File: config.mk
export PLATFORM = sky130hd
export DESIGN_NAME = rtc_bus_sequencer
export DESIGN_NICKNAME = d
export VERILOG_FILES = /design/src/rtl/rtc_bus_sequencer.sv
export SDC_FILE = /design/constraint.sdc
export NUM_CORES = 1
export LEC_CHECK = 0
export BUFFER_PORTS_ARGS = -buffer_cell sky130_fd_sc_hd__buf_2
export CELL_PAD_IN_SITES_DETAIL_PLACEMENT = 1
export CELL_PAD_IN_SITES_GLOBAL_PLACEMENT = 1
export CORE_UTILIZATION = 45
export CTS_CLUSTER_DIAMETER = 40
export DETAILED_ROUTE_END_ITERATION = 8
export PLACE_DENSITY = 0.8
export SLEW_MARGIN = 20
export SYNTH_ARGS = -nofsm -noshare
export SYNTH_HDL_FRONTEND = slang
export SYNTH_SLANG_ARGS = --single-unit
File: constraint.sdc
create_clock -name Clk -period 6.17 [get_ports Clk]
set_input_delay 0.617 -clock Clk [delete_from_list [all_inputs] [get_ports Clk]]
set_output_delay 0.617 -clock Clk [all_outputs]
set_load 0.05 [all_outputs]
File: src/rtl/rtc_bus_sequencer.sv
// Multiplexed-bus sequencer for the external RTC: one transaction engine shared
// between CPU single commands and a periodic register-block scanner.
module rtc_bus_sequencer #(
    parameter int         PHASE_CYC   = 10,
    parameter logic [7:0] SCAN_BASE   = 8'h21,
    parameter int         SCAN_N      = 9,
    parameter int         SCAN_PERIOD = 2_500_000
) (
    input  logic       Clk,
    input  logic       Reset,
    input  logic       req_valid,
    input  logic       req_wr,
    input  logic [7:0] req_addr,
    input  logic [7:0] req_data,
    output logic       req_ready,
    output logic       done,
    output logic [7:0] rd_data,
    input  logic       scan_en,
    output logic       scan_we,
    output logic [3:0] scan_idx,
    output logic [7:0] scan_data,
    output logic       busy,
    output logic       AD,
    output logic       CS,
    output logic       RD,
    output logic       WR,
    output logic [7:0] bus_out,
    output logic       bus_oe,
    input  logic [7:0] bus_in
);

    localparam int PH_W  = (PHASE_CYC > 1) ? $clog2(PHASE_CYC) : 1;
    localparam int PER_W = (SCAN_PERIOD > 1) ? $clog2(SCAN_PERIOD) : 1;

    typedef enum logic [2:0] {
        S_IDLE,
        S_ADDR,
        S_GAP1,
        S_DATA,
        S_GAP2
    } state_t;

    state_t            state_q;
    logic [PH_W-1:0]   ph_q;
    logic              launch_q;
    logic              src_cpu_q;
    logic              cmd_wr_q;
    logic [7:0]        cmd_addr_q;
    logic [7:0]        cmd_data_q;
    logic [7:0]        cap_q;

    logic              ad_q, cs_q, rd_q, wr_q, oe_q, busy_q;
    logic [7:0]        bus_out_q;
    logic              req_ready_q, done_q, scan_we_q;
    logic [7:0]        rd_data_q, scan_data_q;
    logic [3:0]        scan_idx_q;

    logic [PER_W-1:0]  per_q, per_d;
    logic              round_q, round_d;
    logic [3:0]        sidx_q, sidx_d;
    logic              trig;
    logic              ph_last;
    logic              scan_done_now;
    logic              arb_slot;

    assign ph_last       = (ph_q == PH_W'(PHASE_CYC - 1));
    assign scan_done_now = (state_q == S_GAP2) && ph_last && !src_cpu_q;
    // Arbitration also happens on the GAP2 exit edge so a grant can coincide with done.
    assign arb_slot      = ((state_q == S_IDLE) && !launch_q) || ((state_q == S_GAP2) && ph_last);

    always_comb begin
        per_d = per_q;
        trig  = 1'b0;
        if (!scan_en) begin
            per_d = '0;
        end else if (per_q == PER_W'(SCAN_PERIOD - 1)) begin
            per_d = '0;
            trig  = 1'b1;
        end else begin
            per_d = per_q + PER_W'(1);
        end
    end

    always_comb begin
        round_d = round_q;
        sidx_d  = sidx_q;
        if (scan_done_now) begin
            sidx_d = sidx_q + 4'd1;
            if (sidx_q == 4'(SCAN_N - 1)) begin
                round_d = 1'b0;
            end
        end
        if (trig && !round_q) begin
            round_d = 1'b1;
            sidx_d  = '0;
        end
        if (!scan_en) begin
            round_d = 1'b0;
        end
    end

    always_ff @(posedge Clk) begin
        if (Reset) begin
            state_q     <= S_IDLE;
            ph_q        <= '0;
            launch_q    <= 1'b0;
            src_cpu_q   <= 1'b0;
            cmd_wr_q    <= 1'b0;
            cmd_addr_q  <= '0;
            cmd_data_q  <= '0;
            cap_q       <= '0;
            ad_q        <= 1'b1;
            cs_q        <= 1'b1;
            rd_q        <= 1'b1;
            wr_q        <= 1'b1;
            oe_q        <= 1'b0;
            busy_q      <= 1'b0;
            bus_out_q   <= '0;
            req_ready_q <= 1'b0;
            done_q      <= 1'b0;
            scan_we_q   <= 1'b0;
            rd_data_q   <= '0;
            scan_data_q <= '0;
            scan_idx_q  <= '0;
            per_q       <= '0;
            round_q     <= 1'b0;
            sidx_q      <= '0;
        end else begin
            req_ready_q <= 1'b0;
            done_q      <= 1'b0;
            scan_we_q   <= 1'b0;
            per_q       <= per_d;
            round_q     <= round_d;
            sidx_q      <= sidx_d;

            if (arb_slot) begin
                if (req_valid) begin
                    launch_q    <= 1'b1;
                    src_cpu_q   <= 1'b1;
                    req_ready_q <= 1'b1;
                    cmd_wr_q    <= req_wr;
                    cmd_addr_q  <= req_addr;
                    cmd_data_q  <= req_data;
                end else if (round_d) begin
                    launch_q    <= 1'b1;
                    src_cpu_q   <= 1'b0;
                    cmd_wr_q    <= 1'b0;
                    cmd_addr_q  <= SCAN_BASE + 8'(sidx_d);
                end
            end

            case (state_q)
                S_IDLE: begin
                    if (launch_q) begin
                        launch_q <= 1'b0;
                        // A scan item not yet on the bus is dropped if scanning was disabled.
                        if (src_cpu_q || scan_en) begin
                            state_q   <= S_ADDR;
                            ph_q      <= '0;
                            busy_q    <= 1'b1;
                            ad_q      <= 1'b0;
                            cs_q      <= 1'b0;
                            wr_q      <= 1'b0;
                            rd_q      <= 1'b1;
                            oe_q      <= 1'b1;
                            bus_out_q <= cmd_addr_q;
                        end
                    end
                end
                default: begin
                    if (!ph_last) begin
                        ph_q <= ph_q + PH_W'(1);
                    end else begin
                        ph_q <= '0;
                        case (state_q)
                            S_ADDR: begin
                                state_q <= S_GAP1;
                                ad_q    <= 1'b1;
                                cs_q    <= 1'b1;
                                wr_q    <= 1'b1;
                            end
                            S_GAP1: begin
                                state_q <= S_DATA;
                                cs_q    <= 1'b0;
                                if (cmd_wr_q) begin
                                    wr_q      <= 1'b0;
                                    bus_out_q <= cmd_data_q;
                                end else begin
                                    rd_q <= 1'b0;
                                    oe_q <= 1'b0;
                                end
                            end
                            S_DATA: begin
                                state_q <= S_GAP2;
                                cs_q    <= 1'b1;
                                rd_q    <= 1'b1;
                                wr_q    <= 1'b1;
                                oe_q    <= 1'b0;
                                cap_q   <= bus_in;
                            end
                            default: begin
                                state_q <= S_IDLE;
                                busy_q  <= 1'b0;
                                if (src_cpu_q) begin
                                    done_q <= 1'b1;
                                    if (!cmd_wr_q) begin
                                        rd_data_q <= cap_q;
                                    end
                                end else begin
                                    scan_we_q   <= 1'b1;
                                    scan_idx_q  <= sidx_q;
                                    scan_data_q <= cap_q;
                                end
                            end
                        endcase
                    end
                end
            endcase
        end
    end

    assign req_ready = req_ready_q;
    assign done      = done_q;
    assign rd_data   = rd_data_q;
    assign scan_we   = scan_we_q;
    assign scan_idx  = scan_idx_q;
    assign scan_data = scan_data_q;
    assign busy      = busy_q;
    assign AD        = ad_q;
    assign CS        = cs_q;
    assign RD        = rd_q;
    assign WR        = wr_q;
    assign bus_out   = bus_out_q;
    assign bus_oe    = oe_q;

endmodule

### Yosys cells after proc, flatten, opt, wreduce, memory -nomap -nowiden

Index checks and enable logic that the tools add are counted.
W data, S select, Z words.

* equal/unequal tests: 12
* reductions and logical operators: 35
* add/sub/neg operators: 4
* muxes and demuxes: 60
* bitwise operators: 7

Operator list (number)
* $mux W8: 8
* $mux W1: 37
* $mux W4: 6
* $add A22 B1 Y22 const B: 1
* $eq A22 B22 Y1 const B: 1
* $reduce_and A5 Y1: 4
* $reduce_and A4 Y1: 4
* $mux W3: 4
* $reduce_bool A2 Y1: 5
* $pmux W3 S3: 1
* $add A4 B1 Y4 const B: 2
* $eq A4 B4 Y1 const B: 2
* $pmux W1 S2: 4
* $add A6 B4 Y7 const A: 1
* $not A1 Y1: 7
* $eq A3 B2 Y1 const B: 2
* $ne A3 B3 Y1 const B: 2
* $reduce_and A2 Y1: 3
* $reduce_and A3 Y1: 2
* $reduce_bool A3 Y1: 2
* $reduce_or A3 Y1: 2
* $reduce_or A6 Y1: 1
* $logic_and A1 B1 Y1: 4
* $ne A2 B1 Y1 const B: 2
* 7 further kinds: 11

* word-level logic and storage cells: 142
* output and inout bits: 37
* flip-flop bits (word level): 98
* input port bits: 29

### Longest topological paths before layout

* depth after elaboration: 11
* mapped depth: 11
* gate-level depth less buffers: 11

### Least setup slack after synthesis

Ideal clock, no wire load.

* kind: reg2reg
* start point: reg state_q[1]
* end point: reg cmd_addr_q[4]
* arrival time: 2140 ps
* setup time: 74 ps
* period minus slack after synthesis: 2214 ps
* stages on the path, launching flop included: 10
* slack: 3956 ps
* required time: 6096 ps
* cell sequence: dfxtp_1 buf_2 or4b_4 nor2_2 xnor2_1 nor2_1 ha_1 nand2_1 or4_1 a31oi_1

* word-level cells in the longest chain between the ends: 8
* elaborated cells on any way between the ends: 16
* classes of those cells: add/sub (1); eq/ne (1); mux (7); reduce/logical (7)

Ends and longest elaborated chain
* start, declared: line 43 `state_t state_q;`
* start signal, assigned: line 104 `state_q <= S_IDLE;`
* start signal, assigned: line 158 `state_q <= S_ADDR;`
* start signal, assigned: line 177 `state_q <= S_GAP1;`
* $eq A3 B3 Y1: line 67 `assign scan_done_now = (state_q == S_GAP2) && ph_last && !src_cpu_q;`
* $logic_and A1 B1 Y1 (2 in a row): line 67
* $mux W4: line 87 `if (scan_done_now) begin`
* $mux W4: line 93 `if (trig && !round_q) begin`
* net sidx_d[0]: line 60 `logic [3:0] sidx_q, sidx_d;`
* $add A6 B4 Y7: line 148 `cmd_addr_q <= SCAN_BASE + 8'(sidx_d);`
* $mux W8: line 144 `end else if (round_d) begin`
* $mux W8: line 137 `if (req_valid) begin`
* end signal, assigned: line 142 `cmd_addr_q <= req_addr;`
* end signal, assigned: line 148
* end, declared: line 48 `logic [7:0] cmd_addr_q;`

The timed path passes the listed nets, and every way through them passes these cells. The select of a mux whose other input is x is not followed.
A chain may end at the register's enable or synchronous reset.

### Final worst setup path

* start point: reg per_q[0]
* end point: reg cmd_addr_q[2]

* word-level cells in the longest chain between the ends: 8
* elaborated cells on any way between the ends: 12
* classes of those cells: add/sub (1); eq/ne (1); mux (7); reduce/logical (3)

Ends and longest elaborated chain
* start, declared: line 58 `logic [PER_W-1:0] per_q, per_d;`
* start signal, assigned: line 132 `per_q <= per_d;`
* $eq A22 B22 Y1: line 76 `end else if (per_q == PER_W'(SCAN_PERIOD - 1)) begin`
* $mux W1: line 76
* $mux W1: line 74 `if (!scan_en) begin`
* $logic_and A1 B1 Y1: line 93
* $mux W4: line 93
* net sidx_d[0]: line 60
* $add A6 B4 Y7: line 148
* $mux W8: line 144
* $mux W8: line 137

The timed path passes the listed nets, and every way through them passes these cells. The select of a mux whose other input is x is not followed.

==> summary.txt <==
Run status
  – Result of the run: finished clean

Yosys
  – Synthesized instance count: 501
  – Largest area contributor in the synthesized netlist: dfxtp_1
  – Multiplexer area fraction after synthesis: 4.287%
  – Main combinational cell family by area after synthesis: simple AND/OR/NAND/NOR gates
  – Synthesized Nets: 536
  – Distinct cell type count of the synthesized netlist: 51
  – XOR/XNOR Fraction of Synth Area: 4.168%
  – Leading cell types by total area after synthesis: dfxtp_1, nand2_1, nor2_1, a21oi_1, mux2i_1
  – Number of synthesized flops with an enable pin: 0
  – Top flip-flop cell by instance count after synthesis: dfxtp_1
  – Share of synthesized area occupied by flip-flops and latches: 46.68%
  – Register bit total from synthesis: 98
  – Netlist area before placement: 4203 µm²
  – Share of the synthesized area in compound gates (AO/OA/AOI/OAI): 13.10%
  – Area share of and/or/nand/nor cells after synthesis: 26.79%
  – Fraction of synthesis flops using an asynchronous set or reset pin: 0%
  – Average footprint of a synthesized cell: 8.389 µm²
  – Top-area cell type share of the netlist area: 46.68%
  – Count of warnings emitted by yosys: 0
  – Arithmetic-cell share of the synthesized area counting full adders, half adders and majority gates: 1.786%

Worst setup path
  – Endpoint arrival time on the critical path: 3150 ps
  – Type of the worst setup path: reg2reg
  – Data required time of the worst path: 6450 ps
  – Ordered cell list for the critical path: ha_1 > and4_1 > nand4_1 > nor3_1 > nor2_1 > ha_1 > nand2_1 > nor3_1 > o31ai_1
  – Type of destination of the critical path: flop
  – Biggest fanout along the worst timing path: 11
  – End of the critical path: cmd_addr_q[2]
  – Worst setup path startpoint: per_q[0]
  – Critical Path Start Type: flop
  – Highest-delay cell along the critical path: nor3_1
  – Capture point of the worst reg-to-reg path: cmd_addr_q[2]
  – Flop2flop setup slack: 3310 ps
  – Longest individual stage delay on the worst path: 850 ps
  – Count of cells along the worst register-to-register path: 9
  – Startpoint of the most critical register-to-register path: per_q[0]

Pwr
  – Leakage: 1.818 nW
  – Combinational share of power: 13.7%
  – Share of power burned in registers: 54.6%
  – Total power divided by cell area: 261.4 nW/µm²
  – Switch share: 30.72%
  – Psw: 0.3836 mW
  – Worst IR Drop VDD: 0.1147 mV
  – Clock network power share: 31.7%
  – Cell-internal power: 0.8654 mW

Layout
  – Multi-input gate area: 2107 µm²
  – Fillcell total: 1100
  – Number of standard cells in the final layout excluding fillers: 669
  – Ratio of cells with drive above 1 in the final layout: 16.58%
  – ANT cells: 0
  – Total non-filler cell area in the finished layout: 4778 µm²
  – P&R area growth vs syn: 13.69%
  – Area occupied by registers: 1962 µm²
  – Final Net Count: 591

Timing
  – Period minus WS final: 2864 ps
  – Final count of pins violating max slew: 0
  – Worst hold-check slack: 452.8 ps
  – Final worst-path cycle share: 46.42%
  – Final sum of negative setup slack: 0 ps
  – Final Hold Fails: 0
  – Fmax: 349.1 MHz
  – Worst slew margin relative to its limit: 28.20%
  – Slack of the critical path: 3306 ps
  – Least-Margin Pin Slew: 1069 ps
  – Setup violations, final: 0
  – Final Skew: 9.080 ps
  – RSZ-0062 raised after global routing: false

Detailed routing
  – Post-route ant nets: 0
  – Final wirelength: 10.50 mm
  – Routed vias/inst: 5.519
  – Average wire per standard cell: 15.69 µm
  – Total iterations of the first detailed-routing run: 4
  – DRC violations left: 0
  – Vias after detailed routing: 3692
  – DRC marker count from the first detailed-route iteration: 151

Clock tree
  – Hold bufs inserted after CTS: 0
  – Cell at the root of the clock tree: clkbuf_8
  – Number of H-tree levels: 3
  – CTS-repair resized insts: 0
  – Clock latency of the later-clocked register in the worst-skew pair: 370 ps
  – CTS max path bufs: 2
  – Clock-pin slew reported for the worst setup and hold paths after clock tree synthesis: 100 ps
  – TritonCTS clock tree: built
  – Total setup buffers inserted after CTS: 0
  – Clock buffers created by TritonCTS: 9
  – TritonCTS sink count: 98

Floorplan
  – Die Wd: 98.64 µm
  – Area of the die: 9730 µm²
  – Placeable core region: 8891 µm²
  – Count of pins on the block boundary: 66
  – Die height: 98.64 µm
  – Cell row count: 34
  – Starting Density: 47.27%

Global route
  – Number of antenna violations at the first check in global routing: 0
  – Largest net degree at the start of global routing: 71
  – Grt met1 use: 28.41%
  – Met2 routing resource usage after global routing: 40.03%
  – Number of global-route vias before repair: 3770
  – Aggregate global-route resource usage: 22.69%
  – Global-route layer with the greatest usage: met2
  – Final global-route overflow total: 0
  – Met3 routing resource usage after global routing: 4.468%
  – Global-route wire length before repair: 17.80 mm

Placement
  – Estimated wirelength of the detail-placed design: 7.580 mm
  – Number of buffers added on ports: 65
  – Placed cell count: 653
  – Setup WS pre-CTS: 3417 ps
  – RePlAce Congestion: 0.7969
  – Post-DP Area: 4593 µm²

Worst hold path
  – Worst hold-check path type: reg2reg

Run
  – Total of max-cap violations: 0
==> worst min-delay path by stage <==
stage	startpoint	to	slack, ps	cells past startpoint
finish	CS	CS	450	2
global route	req_data[3]	cmd_data_q[3]	470	3
CTS	CS	CS	460	2
detailed placement	CS	CS	440	2
global placement	per_q[0]	per_q[0]	420	1
floorplan	per_q[0]	per_q[0]	410	1
==> cell families after synthesis <==
| group | Yosys count |
|---|---|
| AOI/OAI and AO/OA | 90 |
| and+or+nand+nor | 234 |
| xor gates and xnor gates | 20 |
| adders and majority gates | 6 |
| muxes | 18 |
| DFF | 98 |
| buffers and inverters | 35 |
==> cell usage in the layout, fill, tap and decap left out, types with 10 or more instances in the layout <==
| master | Yosys | final |
|---|---|---|
| dfxtp_1 | 98 | 98 |
| nand2_1 | 83 | 83 |
| nor2_1 | 71 | 71 |
| buf_2 | 2 | 65 |
| a21oi_1 | 45 | 45 |
| mux2i_1 | 18 | 18 |
| nor3_1 | 16 | 16 |
| xnor2_1 | 11 | 11 |
| o21ai_0 | 11 | 11 |
| inv_1 | 10 | 10 |
| nand3_1 | 10 | 10 |
==> per-stage QoR <==
| step | util (%) | power (mW) |
|---|---|---|
| floorplan | - | 0.8161 |
| global placement | 51.66 | 0.8620 |
| detailed placement | 51.66 | 0.8680 |
| CTS | 53.74 | 1.262 |
| global route | 53.74 | 1.302 |
| finish | 53.74 | 1.249 |
==> layout make-up <==
type	instances	share of cell area (%)
clock buffer	9	2.592
inverter	11	0.8641
sequential	98	41.06
multi-input combinational	368	44.10
timing repair buffer	68	7.279
clock inverter	7	1.283
tap	108	2.828
==> power by group through the flow <==
stage | Combinational (mW) | Sequential [mW] | Clock (mW)
2_1_floorplan | 0.0931 | 0.723 | 0
3_3_place_gp | 0.167 | 0.695 | 0
3_5_place_dp | 0.172 | 0.696 | 0
4_1_cts | 0.172 | 0.682 | 0.408
5_1_grt | 0.188 | 0.686 | 0.429
6_report | 0.171 | 0.682 | 0.396
==> Yosys cell counts (2+ instances only) <==
| library cell | instances |
|---|---|
| nor4_1 | 5 |
| o21a_1 | 2 |
| a31oi_1 | 5 |
| xnor2_1 | 11 |
| ha_1 | 6 |
| and4b_1 | 2 |
| mux2i_1 | 18 |
| nor2b_1 | 4 |
| nor2_1 | 71 |
| clkbuf_1 | 22 |
| and3b_1 | 3 |
| inv_1 | 10 |
| and3_1 | 6 |
| a311oi_1 | 8 |
| o21ai_0 | 11 |
| nand4_1 | 5 |
| a21oi_1 | 45 |
| buf_2 | 2 |
| o211ai_1 | 4 |
| nand3_1 | 10 |
| and4_1 | 3 |
| dfxtp_1 | 98 |
| nor3b_1 | 2 |
| nand2b_1 | 2 |
| nor4bb_1 | 3 |
| or2_2 | 2 |
| xor2_1 | 9 |
| nor3_1 | 16 |
| or3_1 | 7 |
| a211oi_1 | 2 |
| o31ai_1 | 5 |
| nand2_1 | 83 |
==> routing by layer <==
metal	vias to the layer above	share of wire, %
met1	1802	46
met4	0	0.83
li1	1845	-
met5	-	0
met3	10	2.2
met2	35	51
==> state kept, by name, indices dropped and copies added, names as in the netlist, 3 cells and up <==
| register | count |
|---|---|
| per_q | 22 |
| bus_out | 8 |
| cap_q | 8 |
| cmd_addr_q | 8 |
| cmd_data_q | 8 |
| rd_data | 8 |
| scan_data | 8 |
| ph_q | 4 |
| scan_idx | 4 |
| sidx_q | 4 |
| state_q | 3 |
==> worst max-delay path, delay by kind of cell, from the launching register on <==
kind | cells | cell delay [ps]
AND/OR/NAND/NOR | 6 | 1660
adder cells (fa/ha/maj) | 2 | 480
flip-flops | 1 | 360
AO/OA/AOI/OAI | 1 | 280
Power figures use the tool's default switching activity.
